File: src/rtl/spi_mem_slave_if.sv
// Memory-side request/response bus between the SPI bridge and a TCM-style data port.
// The bridge owns the request side (master); the memory answers on the slave side.
interface spi_mem_slave_if;
    logic        mem_d_rd_o;
    logic [31:0] data_adr_o;
    logic [31:0] data_wr_o;
    logic [3:0]  data_wr_en_o;
    logic [31:0] data_rd_i;
    logic        mem_accept;
    logic        mem_ack;

    modport master (
        output mem_d_rd_o,
        output data_adr_o,
        output data_wr_o,
        output data_wr_en_o,
        input  data_rd_i,
        input  mem_accept,
        input  mem_ack
    );

    modport slave (
        input  mem_d_rd_o,
        input  data_adr_o,
        input  data_wr_o,
        input  data_wr_en_o,
        output data_rd_i,
        output mem_accept,
        output mem_ack
    );
endinterface

File: src/rtl/spi_mem_slave.sv
// SPI slave bridging 72-bit LSB-first frames {cmd, addr, data} to single 32-bit memory accesses.
// The response to each frame is shifted out MSB-first on miso during the following frame.
//
// state    | meaning
// ---------+----------------------------------------------------------
// IDLE     | no frame in progress, no access pending
// SHIFT    | cs low, frame bits being collected
// MEM_REQ  | read or write request driven, waiting for mem_accept
// MEM_WAIT | request accepted, waiting for mem_ack
// DONE     | response word loaded into the TX register
module spi_mem_slave #(
    parameter int FRAME_W  = 72,
    parameter int SYNC_STG = 2
) (
    input  logic clk,
    input  logic rstn,
    input  logic sclk,
    input  logic cs,
    input  logic mosi,
    output logic miso,
    output logic start_flag,
    spi_mem_slave_if.master mem
);

    localparam int CNT_W = $clog2(FRAME_W + 1);
    localparam logic [CNT_W-1:0] FRAME_LEN = CNT_W'(FRAME_W);
    localparam logic [CNT_W-1:0] LAST_BIT  = CNT_W'(FRAME_W - 1);

    localparam logic [2:0] ST_IDLE     = 3'd0;
    localparam logic [2:0] ST_SHIFT    = 3'd1;
    localparam logic [2:0] ST_MEM_REQ  = 3'd2;
    localparam logic [2:0] ST_MEM_WAIT = 3'd3;
    localparam logic [2:0] ST_DONE     = 3'd4;

    logic [SYNC_STG-1:0] sclk_sync;
    logic [SYNC_STG-1:0] cs_sync;
    logic [SYNC_STG-1:0] mosi_sync;
    logic                sclk_d;
    logic                sclk_s;
    logic                mosi_s;
    logic                cs_act;
    logic                sclk_rise;
    logic                sclk_fall;

    logic [FRAME_W-1:0]  rx_sh;
    logic [CNT_W-1:0]    bitcnt;
    logic                frame_done;
    logic [FRAME_W-1:0]  frame_word;
    logic [7:0]          new_cmd;
    logic [31:0]         new_addr;
    logic [31:0]         new_data;

    logic [2:0]          state;
    logic [7:0]          cmd_q;
    logic [31:0]         addr_q;
    logic [31:0]         data_q;
    logic [FRAME_W-1:0]  resp;

    // cs resets to the deselected level so no phantom frame starts after reset
    always_ff @(posedge clk) begin
        if (!rstn) begin
            sclk_sync <= '0;
            cs_sync   <= '1;
            mosi_sync <= '0;
            sclk_d    <= 1'b0;
        end else begin
            sclk_sync <= {sclk_sync[SYNC_STG-2:0], sclk};
            cs_sync   <= {cs_sync[SYNC_STG-2:0], cs};
            mosi_sync <= {mosi_sync[SYNC_STG-2:0], mosi};
            sclk_d    <= sclk_sync[SYNC_STG-1];
        end
    end

    assign sclk_s    = sclk_sync[SYNC_STG-1];
    assign mosi_s    = mosi_sync[SYNC_STG-1];
    assign cs_act    = ~cs_sync[SYNC_STG-1];
    assign sclk_rise = sclk_s & ~sclk_d;
    assign sclk_fall = ~sclk_s & sclk_d;

    assign frame_done = sclk_fall & cs_act & (bitcnt == LAST_BIT);
    assign frame_word = {mosi_s, rx_sh[FRAME_W-2:0]};
    assign new_cmd    = frame_word[FRAME_W-1 -: 8];
    assign new_addr   = frame_word[FRAME_W-9 -: 32];
    assign new_data   = frame_word[31:0];

    // bits past the end of the frame are dropped until cs re-arms the counter
    always_ff @(posedge clk) begin
        if (!rstn) begin
            rx_sh  <= '0;
            bitcnt <= '0;
        end else if (!cs_act) begin
            bitcnt <= '0;
        end else if (sclk_fall && (bitcnt < FRAME_LEN)) begin
            rx_sh[bitcnt] <= mosi_s;
            bitcnt        <= bitcnt + 1'b1;
        end
    end

    always_ff @(posedge clk) begin
        if (!rstn) begin
            state            <= ST_IDLE;
            start_flag       <= 1'b0;
            cmd_q            <= '0;
            addr_q           <= '0;
            data_q           <= '0;
            resp             <= '0;
            mem.mem_d_rd_o   <= 1'b0;
            mem.data_adr_o   <= '0;
            mem.data_wr_o    <= '0;
            mem.data_wr_en_o <= '0;
        end else begin
            start_flag <= frame_done;

            if (sclk_rise && cs_act) begin
                resp <= {resp[FRAME_W-2:0], 1'b0};
            end

            case (state)
                ST_IDLE, ST_SHIFT: begin
                    if (frame_done) begin
                        cmd_q          <= new_cmd;
                        addr_q         <= new_addr;
                        data_q         <= new_data;
                        mem.data_adr_o <= new_addr;
                        mem.data_wr_o  <= new_data;
                        if (!new_cmd[7]) begin
                            mem.mem_d_rd_o <= 1'b1;
                            state          <= ST_MEM_REQ;
                        end else if (new_cmd[3:0] != 4'h0) begin
                            mem.data_wr_en_o <= new_cmd[3:0];
                            state            <= ST_MEM_REQ;
                        end else begin
                            // write with no byte lanes: skip the bus, still echo the frame
                            state <= ST_DONE;
                        end
                    end else if (cs_act) begin
                        state <= ST_SHIFT;
                    end else begin
                        state <= ST_IDLE;
                    end
                end

                ST_MEM_REQ: begin
                    if (mem.mem_accept) begin
                        mem.mem_d_rd_o   <= 1'b0;
                        mem.data_wr_en_o <= '0;
                        if (mem.mem_ack) begin
                            if (!cmd_q[7]) begin
                                data_q <= mem.data_rd_i;
                            end
                            state <= ST_DONE;
                        end else begin
                            state <= ST_MEM_WAIT;
                        end
                    end
                end

                ST_MEM_WAIT: begin
                    if (mem.mem_ack) begin
                        if (!cmd_q[7]) begin
                            data_q <= mem.data_rd_i;
                        end
                        state <= ST_DONE;
                    end
                end

                ST_DONE: begin
                    resp  <= {cmd_q, addr_q, data_q};
                    state <= ST_IDLE;
                end

                default: begin
                    state <= ST_IDLE;
                end
            endcase
        end
    end

    assign miso = resp[FRAME_W-1];

endmodule

File: src/flat_wrapper.sv
// flat-port wrapper written by rule: the top's interface ports become plain ports
module spi_mem_slave_flat 
#(
    parameter int FRAME_W  = 72,
    parameter int SYNC_STG = 2
)
  (clk, rstn, sclk, cs, mosi, miso, start_flag, mem_mem_d_rd_o, mem_data_adr_o, mem_data_wr_o, mem_data_wr_en_o, mem_data_rd_i, mem_mem_accept, mem_mem_ack);
  spi_mem_slave_if mem_i ();
  input  logic clk;
  input  logic rstn;
  input  logic sclk;
  input  logic cs;
  input  logic mosi;
  output logic miso;
  output logic start_flag;
  output wire logic [$bits(mem_i.mem_d_rd_o)-1:0] mem_mem_d_rd_o;
  output wire logic [$bits(mem_i.data_adr_o)-1:0] mem_data_adr_o;
  output wire logic [$bits(mem_i.data_wr_o)-1:0] mem_data_wr_o;
  output wire logic [$bits(mem_i.data_wr_en_o)-1:0] mem_data_wr_en_o;
  input wire logic [$bits(mem_i.data_rd_i)-1:0] mem_data_rd_i;
  input wire logic [$bits(mem_i.mem_accept)-1:0] mem_mem_accept;
  input wire logic [$bits(mem_i.mem_ack)-1:0] mem_mem_ack;
  assign mem_mem_d_rd_o = mem_i.mem_d_rd_o;
  assign mem_data_adr_o = mem_i.data_adr_o;
  assign mem_data_wr_o = mem_i.data_wr_o;
  assign mem_data_wr_en_o = mem_i.data_wr_en_o;
  assign mem_i.data_rd_i = mem_data_rd_i;
  assign mem_i.mem_accept = mem_mem_accept;
  assign mem_i.mem_ack = mem_mem_ack;
  spi_mem_slave #(.FRAME_W(FRAME_W), .SYNC_STG(SYNC_STG)) u_core (.clk(clk), .rstn(rstn), .sclk(sclk), .cs(cs), .mosi(mosi), .miso(miso), .start_flag(start_flag), .mem(mem_i));
endmodule
File: config.mk
export PLATFORM = sky130hd
export DESIGN_NAME = spi_mem_slave_flat
export DESIGN_NICKNAME = d
export VERILOG_FILES = /design/src/rtl/spi_mem_slave_if.sv /design/src/rtl/spi_mem_slave.sv /design/src/flat_wrapper.sv
export SDC_FILE = /design/constraint.sdc
export NUM_CORES = 1
export LEC_CHECK = 0
export CAP_MARGIN = 20
export CORE_MARGIN = 1.5
export CORE_UTILIZATION = 50
export CTS_BUF_LIST = sky130_fd_sc_hd__clkbuf_4 sky130_fd_sc_hd__clkbuf_8
export DETAILED_ROUTE_END_ITERATION = 7
export DONT_BUFFER_PORTS = 1
export MAX_ROUTING_LAYER = met4
export PLACE_DENSITY_LB_ADDON = 0.15
export RECOVER_POWER = 50
export SLEW_MARGIN = 5
export SYNTH_ARGS = -nofsm -noshare
export SYNTH_HDL_FRONTEND = slang
export SYNTH_SLANG_ARGS = --single-unit
File: constraint.sdc
create_clock -name clk -period 2.1 [get_ports clk]
set_clock_uncertainty 0.2 [all_clocks]
set_input_delay 0.42 -clock clk [delete_from_list [all_inputs] [get_ports clk]]
set_output_delay 0.42 -clock clk [all_outputs]
set_load 0.02 [all_outputs]
==> reports/metrics.csv <==
metric,value,unit
Yosys reg bits,270,
layout overhead on the synthesized area,19.32,%
width of the chip,155.6,um
path category of the worst min-delay check,in2reg,
most numerous cell in the Yosys netlist,sky130_fd_sc_hd__nand2_1,
First-pass DRT Iterations,4,
P_sw,2123,uW
sequential share of power,50.2,%
crit share post-route,97.37,%
failing checks,hold timing,
area share of the largest cell type after synthesis,46.43,%
critical path type,reg2reg,
number of buffers on the longest clock path,3,
maximum level of the CTS H-tree,2,
GRT Overall Usage,22.87,%
worst slack on hold paths,-0.1650,ns
"Max stage delay cell, worst path",sky130_fd_sc_hd__nand4b_1,
CP most frequent cell,sky130_fd_sc_hd__buf_4,
DP HPWL,16.03,mm
"worst slack, placed",0.1787,ns
total clock sinks,270,
clock input transition at the sequential cells of the worst setup and hold paths,0.07,ns
number of distinct standard cells referenced by the synthesized netlist,43,
total chip power,10240,uW
kind of launch point of the worst setup path,flip-flop,
final critical path time including I/O delays and setup,2.045,ns
clock latency on the worst-skew pair,0.55,ns
Placed Instances,1488,
sequential area share after synthesis,46.43,%
synth top area cells,"sky130_fd_sc_hd__dfxtp_1 (46%), sky130_fd_sc_hd__mux2i_1 (15%), sky130_fd_sc_hd__nand2_1 (13%)",
number of endpoints with negative hold slack in the final report,56,
placer's final routability congestion estimate,0.8522,
core area,0.02271,mm2
yosys synthesis warning count,0,
via count of the first global-routing pass,8720,
delay of the slowest cell on the worst path,0.40,ns
number of routed nets with antenna violations,0,
total of fill cells in the finished design,1988,
leakage power,0.006310,uW
die height,155.6,um
peak ir drop on the vdd network,0.0004919,V
arrival time reported for the critical path endpoint,2.28,ns
kind of end point of the critical path,flip-flop,
routed wire length,27.35,mm
worst path setup slack after routing,0.05519,ns
Clk pwr share,48.9,%
required time at the endpoint of the critical path,2.33,ns
CTS tree,done,
proportion of power drawn by combinational gates,1.0,%
I/O Pins,110,
most frequently used flop master after synthesis,sky130_fd_sc_hd__dfxtp_1,
final net count,1375,
initial antenna violation count,0,
Antenna Diode Count,0,
actual transition at the worst max-transition pin,0.6472,ns
cell-by-cell listing of the critical path,ha_2 -> buf_4 -> nand3b_1 -> nand4b_1 -> buf_4 -> buf_12 -> nand2_1 -> a21boi_1,
top post-synthesis cells by count,"sky130_fd_sc_hd__nand2_1 (400), sky130_fd_sc_hd__dfxtp_1 (270), sky130_fd_sc_hd__mux2i_1 (178)",
final setup violation count,0,
storage element area,0.005406,mm2
total vias in the final route,8787,
post-synthesis area per instance,9.262,um2
IO buf count,0,
Power Internal,8117,uW
area occupied by multi-input gates,0.005786,mm2
pwr dens,737.1,mW/mm2
utilization of the core after routing,61.17,%
gate count after technology mapping,1257,
leading area contributor after synthesis,sky130_fd_sc_hd__dfxtp_1,
initial core utilization,51.27,%
vias per inst,5.309,
number of buffers created by CTS,46,
netlist area before placement,0.01164,mm2
number of enable-type register cells in the synthesized netlist,0,
number of pins with negative max-slew slack in the final report,0,
wire per inst,16.53,um
full die area,0.02421,mm2
Switching Fraction,20.73,%
clock tree root buffer cell,sky130_fd_sc_hd__clkbuf_8,
post-route non-filler standard cell count,1655,
net count after synthesis,1297,
largest net degree at the start of global routing,295,
GR Overflow Total,0,
achievable clock frequency,0.4890,GHz
async set-reset flop share out of synthesis,0,%
worst-path fanout max,29,
Rel. slew slack,56.85,%
fraction of final layout cells sized beyond drive strength 1,14.09,%
first-iteration detailed-routing DRC count,448,
global-route wire length before repair,43.79,mm
run status,"complete, but fails checks",
max-capacitance violation count,0,
Core Rows,55,
# DRC,0,
==> worst paths after layout <==
check | cells after the start | slack [ns] | end | from
min | 1 | -0.16 | u_core.mem.data_wr_o[3]$_SDFFE_PN0P_ | rstn
min reg2reg | 2 | 0.25 | u_core.cmd_q[2]$_SDFFE_PN0P_ | u_core.cmd_q[2]$_SDFFE_PN0P_
max | 8 | 0.06 | u_core.mem.data_adr_o[15]$_SDFFE_PN0P_ | u_core.bitcnt[0]$_SDFFE_PP0P_
max reg2reg | 8 | 0.06 | u_core.mem.data_adr_o[15]$_SDFFE_PN0P_ | u_core.bitcnt[0]$_SDFFE_PP0P_
==> sequential cells by signal, indices dropped and copies added, names as in the netlist <==
signal	count
u_core.state	3
u_core.mem.data_wr_o	32
u_core.cmd_q	8
u_core.cs_sync	2
u_core.sclk_d	1
u_core.resp	72
u_core.mem.data_wr_en_o	4
u_core.data_q	32
u_core.start_flag	1
u_core.sclk_sync	2
u_core.mem.mem_d_rd_o	1
u_core.mosi_sync	2
u_core.bitcnt	7
u_core.mem.data_adr_o	32
u_core.rx_sh	71
==> cells in the final DEF (no fill, tap or decap), drive strengths merged, types with 3 or more instances in the layout <==
cell type and instances:
a21boi 72, a21oi 3, and2 7, buf 61, clkbuf 83, dfxtp 270
dlygate4sd3 71, mux2 32, mux2i 178, nand2 400, nand2b 4, nand3 24
nand3b 3, nand4 3, nor2 12, nor2b 29, nor4b 5, nor4bb 3
o211a 71, o21ai 4, o31ai 3, xor2 4
==> logic make-up (layout without fill, tap and decap cells) <==
group,count (synthesis),in the layout,share of synthesized area [%]
fa+ha+maj,1,1,0.1075
buf+inv,107,220,4.095
flops,270,270,46.43
mux,210,210,18.40
compound gates,159,159,11.67
xor+xnor,4,4,0.3009
simple gates,506,506,19.00
==> critical path, delay by kind of cell, from the launching register on <==
family	cells	cell delay, ns
AND/OR/NAND/NOR	3	0.59
buffers and inverters	3	0.56
flip-flops	1	0.34
adder cells (fa/ha/maj)	1	0.19
AO/OA/AOI/OAI	1	0.06
==> per-stage QoR <==
stage          setup TNS, ns  hold slack (ns)  cell area (um2)
2_1_floorplan              0           0.1863            11640
3_3_place_gp               0           0.2258            12060
3_5_place_dp               0           0.2209            12060
4_1_cts                    0          -0.2088            13750
5_1_grt               -3.358          -0.1750            13890
6_report                   0          -0.1650            13890
==> power by group through the flow <==
stage | combinational (uW) | sequential [uW] | clock [uW]
2_1_floorplan | 131 | 5240 | 0
3_3_place_gp | 81.2 | 5250 | 0
3_5_place_dp | 81.4 | 5250 | 0
4_1_cts | 96.6 | 5140 | 5120
5_1_grt | 103 | 5130 | 5360
6_report | 98.8 | 5140 | 5000
==> timing repair <==
action,in CTS,in global routing
endpoints found under the setup margin,0,2
hold endpoints to repair,258,196
setup buffers,0,10
gates resized for setup,0,6
hold buffers,68,4
==> routing by layer <==
layer / wire length, um / track usage (%) / up-vias
li1: - / - / 4408
met1: 12960 / 29.89 / 4176
met2: 12640 / 36.10 / 159
met3: 1190 / 4.472 / 44
met4: 569 / 6.621 / 0
met5: 0 / - / -
==> cell type report <==
class	instances	area share, %
Clock buffer	79	7.061
Clock inverter	4	0.1801
Inverter	1	0.02702
Multi-Input combinational cell	880	41.65
Sequential cell	270	38.92
Tap cell	285	2.567
Timing Repair Buffer	136	9.601
No activity file was read; power rests on OpenSTA's default activity.
